**src/rtl/seg7_glyph_decoder_if.sv**
```systemverilog
// Output stream of the 7-segment glyph decoder: one decoded frame per valid/ready handshake,
// plus the overrun pulse raised when a stable frame arrives while one is still pending.
interface seg7_glyph_decoder_if #(
  parameter int NUM_DIGITS = 3
);
  logic                    out_ready;
  logic                    out_valid;
  logic [4*NUM_DIGITS-1:0] out_code;
  logic [NUM_DIGITS-1:0]   out_blank;
  logic [NUM_DIGITS-1:0]   out_err;
  logic                    overrun;

  modport master (
    input  out_ready,
    output out_valid, out_code, out_blank, out_err, overrun
  );

  modport slave (
    output out_ready,
    input  out_valid, out_code, out_blank, out_err, overrun
  );
endinterface

```
**src/rtl/seg7_glyph_decoder.sv**
```systemverilog
// Debounces an active-low abcdefg segment bus and reports each new stable frame as hex codes.
// Optional SEG7_DEC_ERRCNT_EN adds a saturating 8-bit count of reported frames with bad glyphs.
module seg7_glyph_decoder #(
  parameter int NUM_DIGITS    = 3,
  parameter int STABLE_CYCLES = 4,
  parameter int CNT_W         = 8
) (
  input  logic                    clk,
  input  logic                    rst_n,
  input  logic [7*NUM_DIGITS-1:0] seg_in,
`ifdef SEG7_DEC_ERRCNT_EN
  output logic [7:0]              err_count,
`endif
  seg7_glyph_decoder_if.master    out_if
);

  localparam logic [CNT_W-1:0] STABLE_MAX = CNT_W'(STABLE_CYCLES);
  localparam logic [CNT_W-1:0] STABLE_PRE = CNT_W'(STABLE_CYCLES - 1);

  typedef enum logic [1:0] {IDLE, SETTLE, HOLD} state_t;

  typedef struct packed {
    logic [3:0] code;
    logic       blank;
    logic       err;
  } glyph_t;

  function automatic glyph_t decode_glyph(input logic [6:0] pat);
    glyph_t g;
    g = '{code: 4'h0, blank: 1'b0, err: 1'b0};
    case (pat)
      7'b0000001: g.code = 4'h0;
      7'b1001111: g.code = 4'h1;
      7'b0010010: g.code = 4'h2;
      7'b0000110: g.code = 4'h3;
      7'b1001100: g.code = 4'h4;
      7'b0100100: g.code = 4'h5;
      7'b0100000: g.code = 4'h6;
      7'b0001111: g.code = 4'h7;
      7'b0000000: g.code = 4'h8;
      7'b0000100: g.code = 4'h9;
      7'b0001000: g.code = 4'hA;
      7'b1100000: g.code = 4'hB;
      7'b0110001: g.code = 4'hC;
      7'b1000010: g.code = 4'hD;
      7'b0110000: g.code = 4'hE;
      7'b0111000: g.code = 4'hF;
      7'b1111111: g.blank = 1'b1;
      default:    g.err = 1'b1;
    endcase
    return g;
  endfunction

  state_t                  state, state_nxt;
  logic [7*NUM_DIGITS-1:0] s_cur, s_prev, last_frame;
  logic                    cur_ok, prev_ok, have_last;
  logic [CNT_W-1:0]        stab_cnt, stab_nxt;

  logic                    valid_q, overrun_q;
  logic [4*NUM_DIGITS-1:0] code_q;
  logic [NUM_DIGITS-1:0]   blank_q, err_q;

  logic                    changed, stable_hit, is_new;
  logic                    report, drop, accept;
  logic [4*NUM_DIGITS-1:0] dec_code;
  logic [NUM_DIGITS-1:0]   dec_blank, dec_err;
  glyph_t                  g;

  // s_prev only becomes meaningful two samples after reset, so until then every
  // sample counts as a change; this makes the first frame's latency independent of its value.
  always_comb begin
    changed    = !prev_ok || (s_cur != s_prev);
    stable_hit = !changed && (stab_cnt == STABLE_PRE);
    is_new     = !have_last || (s_cur != last_frame);
    if (changed)                      stab_nxt = '0;
    else if (stab_cnt != STABLE_MAX)  stab_nxt = stab_cnt + CNT_W'(1);
    else                              stab_nxt = stab_cnt;
  end

  always_comb begin
    dec_code  = '0;
    dec_blank = '0;
    dec_err   = '0;
    g         = '{code: 4'h0, blank: 1'b0, err: 1'b0};
    for (int d = 0; d < NUM_DIGITS; d++) begin
      g                = decode_glyph(s_cur[7*d +: 7]);
      dec_code[4*d +: 4] = g.code;
      dec_blank[d]     = g.blank;
      dec_err[d]       = g.err;
    end
  end

  // NOTE: every output of this block gets a default first, so no path can leave one
  // unassigned and infer a latch.
  always_comb begin
    state_nxt = state;
    report    = 1'b0;
    drop      = 1'b0;
    accept    = 1'b0;
    case (state)
      IDLE: begin
        if (changed) state_nxt = SETTLE;
      end
      SETTLE: begin
        if (stable_hit) begin
          if (is_new) begin
            report    = 1'b1;
            state_nxt = HOLD;
          end else begin
            state_nxt = IDLE;
          end
        end
      end
      HOLD: begin
        drop = stable_hit && is_new;
        if (out_if.out_ready) begin
          accept = 1'b1;
          // Leaving HOLD while a frame is still counting up must keep watching it.
          state_nxt = (stab_nxt == STABLE_MAX) ? IDLE : SETTLE;
        end
      end
      default: state_nxt = IDLE;
    endcase
  end

  // NOTE: state is updated with non-blocking assignments so every register samples
  // the pre-edge values, independent of statement order.
  always_ff @(posedge clk) begin
    if (!rst_n) begin
      state      <= IDLE;
      s_cur      <= '0;
      s_prev     <= '0;
      cur_ok     <= 1'b0;
      prev_ok    <= 1'b0;
      stab_cnt   <= '0;
      last_frame <= '0;
      have_last  <= 1'b0;
      valid_q    <= 1'b0;
      overrun_q  <= 1'b0;
      code_q     <= '0;
      blank_q    <= '0;
      err_q      <= '0;
    end else begin
      state     <= state_nxt;
      s_cur     <= seg_in;
      s_prev    <= s_cur;
      cur_ok    <= 1'b1;
      prev_ok   <= cur_ok;
      stab_cnt  <= stab_nxt;
      overrun_q <= drop;
      if (report || drop) begin
        last_frame <= s_cur;
        have_last  <= 1'b1;
      end
      if (report) begin
        valid_q <= 1'b1;
        code_q  <= dec_code;
        blank_q <= dec_blank;
        err_q   <= dec_err;
      end else if (accept) begin
        valid_q <= 1'b0;
      end
    end
  end

  assign out_if.out_valid = valid_q;
  assign out_if.out_code  = code_q;
  assign out_if.out_blank = blank_q;
  assign out_if.out_err   = err_q;
  assign out_if.overrun   = overrun_q;

`ifdef SEG7_DEC_ERRCNT_EN
  logic [7:0] err_cnt_q;

  always_ff @(posedge clk) begin
    if (!rst_n) begin
      err_cnt_q <= 8'd0;
    end else if (report && (|dec_err) && (err_cnt_q != 8'hFF)) begin
      err_cnt_q <= err_cnt_q + 8'd1;
    end
  end

  assign err_count = err_cnt_q;
`else
  // Without the error counter there is no extra state.
`endif

endmodule

```
**src/flat_wrapper.sv**
```systemverilog
// flat-port wrapper written by rule: the top's interface ports become plain ports
module seg7_glyph_decoder_flat 
#(
  parameter int NUM_DIGITS    = 3,
  parameter int STABLE_CYCLES = 4,
  parameter int CNT_W         = 8
)
  (clk, rst_n, seg_in, out_if_out_ready, out_if_out_valid, out_if_out_code, out_if_out_blank, out_if_out_err, out_if_overrun);
  seg7_glyph_decoder_if #(.NUM_DIGITS(NUM_DIGITS)) out_if_i ();
  input  logic clk;
  input  logic rst_n;
  input  logic [7*NUM_DIGITS-1:0] seg_in;
  input wire logic [$bits(out_if_i.out_ready)-1:0] out_if_out_ready;
  output wire logic [$bits(out_if_i.out_valid)-1:0] out_if_out_valid;
  output wire logic [$bits(out_if_i.out_code)-1:0] out_if_out_code;
  output wire logic [$bits(out_if_i.out_blank)-1:0] out_if_out_blank;
  output wire logic [$bits(out_if_i.out_err)-1:0] out_if_out_err;
  output wire logic [$bits(out_if_i.overrun)-1:0] out_if_overrun;
  assign out_if_i.out_ready = out_if_out_ready;
  assign out_if_out_valid = out_if_i.out_valid;
  assign out_if_out_code = out_if_i.out_code;
  assign out_if_out_blank = out_if_i.out_blank;
  assign out_if_out_err = out_if_i.out_err;
  assign out_if_overrun = out_if_i.overrun;
  seg7_glyph_decoder #(.NUM_DIGITS(NUM_DIGITS), .STABLE_CYCLES(STABLE_CYCLES), .CNT_W(CNT_W)) u_core (.clk(clk), .rst_n(rst_n), .seg_in(seg_in), .out_if(out_if_i));
endmodule
```
**config.mk**
```make
export PLATFORM = sky130hd
export DESIGN_NAME = seg7_glyph_decoder_flat
export DESIGN_NICKNAME = d
export VERILOG_FILES = /design/src/rtl/seg7_glyph_decoder_if.sv /design/src/rtl/seg7_glyph_decoder.sv /design/src/flat_wrapper.sv
export SDC_FILE = /design/constraint.sdc
export NUM_CORES = 1
export LEC_CHECK = 0
export ABC_AREA = 1
export BUFFER_PORTS_ARGS = -buffer_cell sky130_fd_sc_hd__buf_4
export CAP_MARGIN = 30
export CELL_PAD_IN_SITES_DETAIL_PLACEMENT = 1
export CELL_PAD_IN_SITES_GLOBAL_PLACEMENT = 2
export CORE_UTILIZATION = 29
export DETAILED_ROUTE_END_ITERATION = 10
export HOLD_SLACK_MARGIN = 0.15
export PLACE_DENSITY = 0.73
export SLEW_MARGIN = 10
export SYNTH_ARGS = -nofsm -noshare
export SYNTH_HDL_FRONTEND = slang
export SYNTH_SLANG_ARGS = --single-unit
```
**constraint.sdc**
```tcl
create_clock -name clk -period 1.6 [get_ports clk]
set_input_delay 0.32 -clock clk [delete_from_list [all_inputs] [get_ports clk]]
set_output_delay 0.32 -clock clk [all_outputs]
set_load 0.02 [all_outputs]
```
==> summary.md, run 1 <==
| Metric | Value |
|---|---|
| Layout cells sized above 1 | 41.4% |
| Die W | 136 um |
| Reg2reg path depth | 13 |
| Hold path cells | 3 |
| Post-synth top cells | nand2_1 (194), nor2_1 (137), inv_1 (108), dfxtp_1 (96), nand3_1 (48) |
| H-tree Lvls | 3 |
| Outcome | finished with violations |
| Synth Cell Area | 5170 um^2 |
| Top cell type by total area after synthesis | dfxtp_1 |
| Crit path max fanout | 8 |
| Skew final | 0.0136 ns |
| Vias in the first global route | 6467 |
| Critical path required time | 1.89 ns |
| Violated checks | setup timing |
| Most frequent cell after synthesis | nand2_1 |
| Period minus WS final | 1.87 ns |
| Synth cell types | 40 |
| Chip height | 136 um |
| Yosys warns | 0 |
| First-pass iteration count of the detailed router | 4 |
| WL per Instance | 15.8 um |
| Post-Place Cells | 1234 |
| Starting Density | 29.8% |
| I/O pins | 44 |
| DP Wirelength | 15200 um |
| Final ANT Viol Nets | 0 |
| Clock tree from TritonCTS | done |
| Worst-path clk slew | ~0.070 ns |
| Final-report setup violation count | 51 |
| Bufs on Longest Clock Path | 2 |
| Crit. End Element | flop |
| Max Fclk | 533 MHz |
| Syn nets | 840 |
| Max-Slew Margin vs Limit | a little over half |
| Hold Path Class | in -> reg |
| PortBufs | 43 |
| Post-synthesis sequential area ratio | 37.2% |
| Largest cells by area after synthesis | dfxtp_1 (37%), nand2_1 (14%), nor2_1 (9.9%) |
| Core area | 17400 um^2 |
| Post-synth EDFFs | 0 |
| Total gr overflow | 0 |
| # clock sinks | 96 |
| Inserted Clock Buffers | 9 |
| Area grow syn2layout | 62.7% |
| Final #Nets | 1083 |
| Period utilization | 117% |
| Crit path kind | reg -> reg |
| Gpl congestion | ~0.85 |
| Initial antenna violation count | 0 |
| Clock Root Buffer | clkbuf_16 |
| Via/cell ratio | 4.74 |
| Cell leakage power | 4.16 nW |
| Mean Syn Cell Area | about 6.4 um^2 |
| Die area | 18400 um^2 |
| FILL cells | ~2200 |
| GRT Util Overall | 22.8% |
| Post-synthesis instance total | 814 |
| Setup crit start kind | flop |
| Unrepaired setup endpoints after global routing | true |
| Post-route setup slack | -0.275 ns |
| Clk_lat worst skew | 0.36 ns |
| Row count | 48 |
| Detailed-route DRC error count | 0 |
| Synth Register Bits | 96 |
| Cell Pwr Density | roughly 700 nW/um^2 |
| Final count of hold timing violations | 0 |
| Non-filler cells, final | about 1300 |
| Largest net degree at the start of global routing | 76 |
| TNS Setup | -10.99 ns |
| Peak supply drop | about 0.62 mV |
| Critical Path AT | 2.16 ns |
| Via Count | 6101 |
| FFs w/ async S/R, synth | 0% |
| Final Max Slew Viols | 0 |
| Top FF cell, synth | dfxtp_1 |
| Post-synth top area share | 37.2% |
| Max-Cap Viols | 0 |
| Global-route wire length before repair | 32200 um |
| Initial drt markers | 234 |
| Diode count | 0 |
| Total wire length | 20300 um |
| Slew @ Worst Pin | 0.689 ns |
==> final timing paths <==
kind	slack (ns)	endpoint	from
hold reg to reg	0.43	u_core.prev_ok	u_core.cur_ok
setup / recovery	-0.27	u_core.out_if.out_code[0]	u_core.s_cur[9]
setup reg to reg	-0.27	u_core.out_if.out_code[0]	u_core.s_cur[9]
hold / removal	0.15	u_core.s_cur[1]	seg_in[1]
==> area by class of cell <==
class / instances / area (um^2) / area share, %
tap: 225 / 282 / 3.35
timing repair buffer: 267 / 2220 / 26.3
multi-input combinational: 556 / 3120 / 37.0
clock inverter: 7 / 76.3 / 0.907
clock buffer: 9 / 225 / 2.68
inverter: 127 / 504 / 5.99
sequential: 96 / 1990 / 23.7
==> placed cells by master, fill, tap and decap left out, types with 16 or more instances in the layout <==
cell / n
buf_4: 229
nand2_2: 35
dlygate4sd3_1: 16
nand4_1: 21
inv_1: 103
nor3_1: 18
dfxtp_1: 66
nor2_1: 117
nand2_1: 156
dfxtp_2: 16
o21ai_1: 25
nand3_1: 34
==> metrics by stage <==
| step | hold slack (ns) | util [%] | worst slack (ns) | total power [mW] | instance area [um^2] |
|---|---|---|---|---|---|
| 2_1_floorplan | 0.348 | - | -0.0672 | 3.00 | 5350 |
| 3_3_place_gp | 0.403 | 41.1 | -0.336 | 3.44 | 7130 |
| 3_5_place_dp | 0.409 | 41.1 | -0.486 | 3.46 | 7130 |
| 4_1_cts | 0.150 | 46.0 | -0.263 | 5.88 | 7990 |
| 5_1_grt | 0.164 | 48.5 | -0.403 | 6.17 | 8410 |
| 6_report | 0.155 | 48.5 | -0.275 | 5.89 | 8410 |
==> power breakdown <==
group          switching (mW)  total (mW)  leakage [nW]  internal, mW
Sequential             0.0631        2.50         0.797          2.44
Clock                    1.07        2.30         0.143          1.23
Combinational           0.571        1.09          3.22         0.523
==> kinds of logic after synthesis <==
| group | share of synthesized area [%] |
|---|---|
| and+or+nand+nor | 38.8 |
| buffers and inverters | 12.8 |
| xor gates and xnor gates | 2.71 |
| DFF | 37.2 |
| AOI/OAI and AO/OA | 7.98 |
| adders and majority gates | 0.484 |
==> state kept, by name, indices dropped and copies added, names as in the netlist <==
register / flops
u_core.last_frame: 21
u_core.s_cur: 21
u_core.s_prev: 21
u_core.out_if.out_code: 12
u_core.stab_cnt: 8
u_core.out_if.out_blank: 3
u_core.out_if.out_err: 3
u_core.state: 2
u_core.cur_ok: 1
u_core.have_last: 1
u_core.out_if.out_valid: 1
u_core.out_if.overrun: 1
u_core.prev_ok: 1
==> metal layers <==
layer  track usage [%]  vias up  wire length (um)
li1                  -     3041                 -
met1              28.2     2973              9340
met2              40.9       65             10200
met3              2.54       22               373
met4              7.24        0               354
met5                 0        -                 0
==> critical path, cell delays in order (launching register included) <==
cell      delay, ns
dfxtp_4        0.37
inv_1          0.06
nand2_2        0.11
nand2_2        0.11
nor2_4         0.10
nand2_2        0.07
nor2_4         0.12
nand3_4        0.08
nor2_4         0.18
nand3_4        0.12
clkinv_4       0.11
buf_12         0.15
nand3_2        0.08
a21oi_2        0.12
==> repair_timing <==
item                                   CTS  global route
resized for setup                      102            88
endpoints found under the hold margin   16             0
setup endpoints to repair               52            52
setup buffers                           11            11
cloned                                   1             1
pin swaps                               27            49
hold buffers                            16             0
No activity file was read; power rests on OpenSTA's default activity.
==> inputs of run 2 (changes only) <==
--- a/config.mk
+++ b/config.mk
@@ -8,12 +8,11 @@
 export ABC_AREA = 1
 export BUFFER_PORTS_ARGS = -buffer_cell sky130_fd_sc_hd__buf_4
 export CAP_MARGIN = 30
-export CELL_PAD_IN_SITES_DETAIL_PLACEMENT = 1
-export CELL_PAD_IN_SITES_GLOBAL_PLACEMENT = 2
-export CORE_UTILIZATION = 29
+export CORE_UTILIZATION = 56
+export CTS_BUF_LIST = sky130_fd_sc_hd__clkbuf_4 sky130_fd_sc_hd__clkbuf_8
 export DETAILED_ROUTE_END_ITERATION = 10
 export HOLD_SLACK_MARGIN = 0.15
-export PLACE_DENSITY = 0.73
+export PLACE_DENSITY = 0.76
 export SLEW_MARGIN = 10
 export SYNTH_ARGS = -nofsm -noshare
 export SYNTH_HDL_FRONTEND = slang
==> constraint.sdc (replaced) <==
create_clock -name clk -period 1.55 [get_ports clk]
set_input_delay 0.31 -clock clk [delete_from_list [all_inputs] [get_ports clk]]
set_output_delay 0.31 -clock clk [all_outputs]
set_load 0.02 [all_outputs]
==> run 2 against run 1 <==
Effect of this change: the flow finishes with violations (DRC, setup timing); via count increased by 24%; hold slack improved by 0.10 ns; critical endpoint is now u_core.out_if.out_err[2]; total power decreased by 5.0%; worst setup slack got worse by 0.80 ns; sequential share of layout area increased by 0.22 points; sequential power increased by 4%; critical path type unchanged; largest power group unchanged.
==> summary.md, run 2 (synthesized netlist as in run 1, its figures left out) <==
| Metric | Value |
|---|---|
| Via/cell ratio | 6.38 |
| Design area | between 8000 and 9000 um^2 |
| Inserted Clock Buffers | 9 |
| H-tree Lvls | 3 |
| Post-Place Cells | about 1100 |
| Final count of hold timing violations | 0 |
| Total wire length | 26700 um |
| FILL cells | 275 |
| Max Fclk | 381 MHz |
| Global-route wire length before repair | 29800 um |
| Max-Slew Margin vs Limit | a little over two fifths |
| Post-route setup slack | -1.08 ns |
| Crit path kind | reg -> reg |
| Hold Path Class | in -> reg |
| # clock sinks | 96 |
| Row count | 34 |
| Critical Path AT | 2.95 ns |
| Clock Root Buffer | clkbuf_8 |
| Via Count | 7547 |
| Final ANT Viol Nets | 0 |
| Chip height | between 90 and 100 um |
| Setup crit start kind | flop |
| Crit-path cells | buf_4, nor2_2, buf_4, nand2_1, nor2_1, a31oi_1, nand3_1, nor3_2, o21ai_1, nor2_1 |
| Dpl ws | -0.523 ns |
| Cell leakage power | 4.20 nW |
| Core area | 8850 um^2 |
| Reg area | 2000 um^2 |
| Largest net degree at the start of global routing | 76 |
| Total gr overflow | 0 |
| Peak supply drop | 0.705 mV |
| GRT Util Overall | between 30% and 40% |
| Buffer and inverter count on the worst path | 2 |
| Detailed-route DRC error count | 5 |
| Critical path's largest stage delay | 0.58 ns |
| Crit path max fanout | 6 |
| CP top delay family | simple AND/OR/NAND/NOR gates |
| Vias in the first global route | 6371 |
| Period minus WS final | 2.63 ns |
| Initial drt markers | around 1200 |
| PortBufs | 43 |
| Placed Instance Area | 6930 um^2 |
| Skew final | between 0.015 and 0.02 ns |
| Cell Pwr Density | 669 nW/um^2 |
| Bufs on Longest Clock Path | 2 |
| Largest registers | u_core.last_frame: 21 flops, u_core.s_cur: 21 flops, u_core.s_prev: 21 flops |
| WL per Instance | between 20 and 25 um |
| Initial antenna violation count | 4 |
| Die area | 9620 um^2 |
| Outcome | finished with violations |
| Crit. End Element | flop |
| Commonest non-fill, non-tap cell in the layout | buf_4 |
| Period utilization | 169% |
| Non-filler cells, final | 1183 |
| Critical-path top delay cell | nor3_2 |
| Starting Density | 58.5% |
| Clock tree from TritonCTS | done |
| Clk_lat worst skew | 0.38 ns |
| Diode count | 0 |
| First-pass iteration count of the detailed router | 11 |
| Unrepaired setup endpoints after global routing | true |
| DP Wirelength | about 12000 um |
| Violated checks | DRC, setup timing |
| Max-Cap Viols | 0 |
| Die W | just under 100 um |
| Final-report setup violation count | 52 |
| Critical path required time | 1.88 ns |
| Worst-path clk slew | 0.11 ns |
| Commonest non-fill, non-tap cells in the layout | buf_4 (234), nand2_1 (159), nor2_1 (116), inv_1 (105), dfxtp_1 (66) |
| Final #Nets | about 1100 |
| Slew @ Worst Pin | 0.858 ns |
| I/O pins | 44 |
| Area of the multi-input gates | about 3200 um^2 |
| Gpl congestion | 0.893 |
| Area grow syn2layout | 61.6% |
| Layout cells sized above 1 | 42.9% |
| Final Max Slew Viols | 0 |
-- run 2: cell count changes in the layout (fill, tap and decap cells not counted), moves of 6 or more --
cell / change
nand2_2: -6
clkbuf_8: +9
clkbuf_16: -9
o21ai_2: +8
buf_6: +6
o21ai_1: -8
-- run 2: per-layer routing --
metal	track usage, %	share of wire [%]	vias to the layer above
met1	44.4	32	3386
met3	6.66	14	343
met4	19.7	11	0
li1	-	-	3069
met2	71.0	43	749
met5	0	0	-
-- run 2: area by class of cell --
class	count	area share, %
inverter	127	6.09
sequential	96	23.9
tap	108	1.62
clock buffer	9	1.48
multi-input combinational	556	38.5
clock inverter	7	0.749
timing repair buffer	280	27.7
-- run 2: final timing paths --
path | from | endpoint | slack, ns | cells after the start
setup / recovery | u_core.s_cur[14] | u_core.out_if.out_err[2] | -1.08 | 10
setup reg to reg | u_core.s_cur[14] | u_core.out_if.out_err[2] | -1.08 | 10
hold / removal | out_if_out_ready | u_core.state[1] | 0.26 | 4
hold reg to reg | u_core.cur_ok | u_core.prev_ok | 0.49 | 2
-- run 2: power by group --
group	internal, mW	total [mW]	switching (mW)
sequential	2.52	2.60	0.0830
clock	0.623	1.70	1.08
combinational	0.566	1.29	0.728
-- run 2: timing repair --
| action | 4_1_cts | 5_1_grt |
|---|---|---|
| buffers inserted | 25 | 14 |
| pin swaps | 28 | 61 |
| hold buffers | 21 | 0 |
| endpoints found under the setup margin | 52 | 52 |
| endpoints found under the hold margin | 21 | 0 |
| cloned | 2 | 1 |
| resized for setup | 87 | 132 |
-- run 2: per-stage QoR --
step                utilization [%]  power [mW]  hold slack, ns  setup TNS, ns
global placement               78.3        3.51           0.402         -14.93
CTS                            88.6        5.22           0.239         -15.39
floorplan                         -        3.10           0.338          -2.93
finish                         94.5        5.60           0.255         -31.50
global route                   94.5        5.74           0.239         -33.99
detailed placement             78.3        3.53           0.419         -17.61
-- run 2: worst reg2reg max path, stage by stage (launching register included) --
cell and delay [ns]:
dfxtp_4 0.42, buf_4 0.14, nor2_2 0.04, buf_4 0.14, nand2_1 0.12, nor2_1 0.09, a31oi_1 0.47, nand3_1 0.17
nor3_2 0.58, o21ai_1 0.27, nor2_1 0.13
==> inputs of run 3 (changes only) <==
--- a/config.mk
+++ b/config.mk
@@ -5,14 +5,13 @@
 export SDC_FILE = /design/constraint.sdc
 export NUM_CORES = 1
 export LEC_CHECK = 0
-export ABC_AREA = 1
 export BUFFER_PORTS_ARGS = -buffer_cell sky130_fd_sc_hd__buf_4
 export CAP_MARGIN = 30
 export CORE_UTILIZATION = 56
 export CTS_BUF_LIST = sky130_fd_sc_hd__clkbuf_4 sky130_fd_sc_hd__clkbuf_8
 export DETAILED_ROUTE_END_ITERATION = 10
 export HOLD_SLACK_MARGIN = 0.15
-export PLACE_DENSITY = 0.76
+export PLACE_DENSITY = 0.77
 export SLEW_MARGIN = 10
 export SYNTH_ARGS = -nofsm -noshare
 export SYNTH_HDL_FRONTEND = slang
==> run 3 against run 2 <==
Effect of this change: the run still ends with DRC, setup timing left; flip-flop and latch count stayed put; fmax is 14% higher; combinational power is 38% lower; register-to-register slack better by 0.32 ns; global-route usage is 11 points lower; first-iteration DRC count is 70% lower.
==> summary.md, run 3 <==
| Metric | Value |
|---|---|
| Final ANT Viol Nets | 0 |
| Peak supply drop | 0.588 mV |
| Post-synth EDFFs | 0 |
| Largest net degree at the start of global routing | 46 |
| Slew @ Worst Pin | ~0.63 ns |
| Initial antenna violation count | 0 |
| Bufs on Longest Clock Path | 2 |
| Sw Pwr | 1.51 mW |
| Post-synth top cells | dfxtp_1 (96), nand2_1 (75), xnor2_1 (36), nor2_1 (30), inv_1 (29) |
| First-pass iteration count of the detailed router | 9 |
| Critical Path AT | 2.61 ns |
| Reg2reg path depth | 8 |
| Final count of hold timing violations | 0 |
| Power Total | 5.06 mW |
| Clock tree from TritonCTS | done |
| Row count | 34 |
| Internal power | between 3 and 4 mW |
| Top FF cell, synth | dfxtp_1 |
| Period utilization | 149% |
| Vias in the first global route | 4747 |
| Clk_lat worst skew | 0.37 ns |
| Post-layout util | 77.8% |
| Commonest non-fill, non-tap cell in the layout | buf_4 |
| Final-report setup violation count | 52 |
| FILL cells | 585 |
| Most frequent cell after synthesis | dfxtp_1 |
| Max-Cap Viols | 0 |
| Post-synthesis instance total | 598 |
| Max Fclk | 433 MHz |
| Crit path kind | reg -> reg |
| Comb power frac | 15.8% |
| Total gr overflow | 0 |
| Largest registers | u_core.last_frame: 21 flops, u_core.s_cur: 21 flops, u_core.s_prev: 21 flops |
| Hold Path Class | in -> reg |
| DP Wirelength | between 9000 and 10000 um |
| Crit path max fanout | 5 |
| Unrepaired setup endpoints after global routing | true |
| Critical path required time | 1.85 ns |
| Top cell type by total area after synthesis | dfxtp_1 |
| Flop-to-flop setup slack | -0.76 ns |
| Via/cell ratio | 5.86 |
| Starting Density | between 50 and 60% |
| Clock Root Buffer | clkbuf_8 |
| WL per Instance | 17.6 um |
| Yosys warns | 0 |
| Commonest non-fill, non-tap cells in the layout | buf_4 (137), dfxtp_1 (80), nand2_1 (74), nor2_1 (30), inv_1 (29) |
| Gpl congestion | 0.874 |
| Diode count | 0 |
| Inserted Clock Buffers | 9 |
| Area grow syn2layout | 33.2% |
| Power share of the clock group | roughly a third |
| Final #Nets | 751 |
| Max-Slew Margin vs Limit | between 50% and 60% |
| Post-synthesis sequential area ratio | between 30 and 40% |
| GRT Util Overall | 28.7% |
| Outcome | finished with violations |
| Post-route setup slack | -0.761 ns |
| Synth Cell Area | around 5100 um^2 |
| H-tree Lvls | 3 |
| PortBufs | 43 |
| Violated checks | DRC, setup timing |
| Initial drt markers | 362 |
| Detailed-route DRC error count | 3 |
| Syn nets | 624 |
| Layout cells sized above 1 | 34.5% |
| Mean Syn Cell Area | around 8.6 um^2 |
| Cell leakage power | ~2.9 nW |
| Total wire length | 14800 um |
| Crit. End Element | flop |
| Synth Register Bits | 96 |
| Reg power frac | 51.1% |
| Worst-path clk slew | 0.11 ns |
| Via Count | a little under 5000 |
| # clock sinks | 96 |
| FFs w/ async S/R, synth | 0% |
| Die area | 9580 um^2 |
| Core area | 8810 um^2 |
| Cell Pwr Density | 738 nW/um^2 |
| Die W | 97.9 um |
| Skew final | between 0.01 and 0.015 ns |
| Final Max Slew Viols | 0 |
| Period minus WS final | between 2 and 2.5 ns |
| Setup crit start kind | flop |
| Post-synth top area share | a little under two fifths |
| I/O pins | between 40 and 50 |
| Hold path cells | 2 |
| Largest cells by area after synthesis | dfxtp_1 (37%), xnor2_1 (6.1%), nand2_1 (5.5%) |
| Synth cell types | 71 |
| Chip height | approximately 100 um |
| Global-route wire length before repair | 22200 um |
| Sw frac | 29.8% |
run 3: logic make-up (layout without fill, tap and decap cells):
group | count (synthesis) | in the layout | share of synthesized area (%)
simple gates | 256 | 256 | 26.4
fa+ha+maj | 2 | 2 | 0.486
compound gates | 87 | 87 | 11.1
mux | 28 | 28 | 5.44
xor+xnor | 50 | 50 | 9.09
buf+inv | 79 | 211 | 10.1
flops | 96 | 96 | 37.3
run 3: final cells by class:
type	instances	area [um^2]	share of cell area (%)
tap	108	135	1.97
sequential	96	1960	28.6
clock buffer	9	124	1.81
inverter	29	109	1.59
timing repair buffer	166	1400	20.5
multi-input combinational	423	3050	44.5
clock inverter	7	73.8	1.08
run 3: power groups by stage:
stage | Sequential, mW | Clock (mW) | Combinational (mW)
after CTS | 2.58 | 1.66 | 0.738
after global routing | 2.59 | 1.78 | 0.853
after detailed placement | 2.63 | 0 | 0.675
after global placement | 2.63 | 0 | 0.658
final | 2.59 | 1.67 | 0.800
after floorplan | 2.61 | 0 | 0.464
run 3: critical path: stages, from the launching register on:
cell and delay, ns:
dfxtp_1 0.35, xnor2_2 0.23, nand4_1 0.16, or4_4 0.60, nor2_4 0.11, o2111a_2 0.26, buf_6 0.15, clkbuf_16 0.15
mux2i_1 0.22
run 3: what timing repair did:
action | 4_1_cts | 5_1_grt
gates cloned | 2 | 1
endpoints found under the hold margin | 12 | 1
setup buffers | 8 | 9
pin swaps | 25 | 15
hold buffers | 12 | 1
gates resized for setup | 60 | 40
setup endpoints to repair | 52 | 52
run 3: worst paths after layout:
path / start / to
max reg2reg: u_core.s_prev[15] / u_core.last_frame[19]
min: seg_in[10] / u_core.s_cur[10]
min reg2reg: u_core.out_if.out_code[5] / u_core.out_if.out_code[5]
max: u_core.s_prev[15] / u_core.last_frame[19]
run 3: routing by layer:
metal  part of all wire (%)  track usage, %  wire (um)
met3                    5.1            4.08        750
met4                    3.4            10.8        503
met1                     40            34.9       5960
met5                      0               0          0
met2                     51            51.4       7560
run 3: stage by stage:
stage	instance area [um^2]	cells	setup TNS (ns)	hold slack (ns)	worst slack, ns
floorplan	5180	598	-13.65	0.338	-0.413
global placement	5960	795	-24.51	0.417	-0.558
detailed placement	5960	795	-27.47	0.428	-0.648
CTS	6630	832	-24.44	0.151	-0.559
global route	6850	838	-33.89	0.158	-0.788
finish	6850	838	-30.42	0.157	-0.761
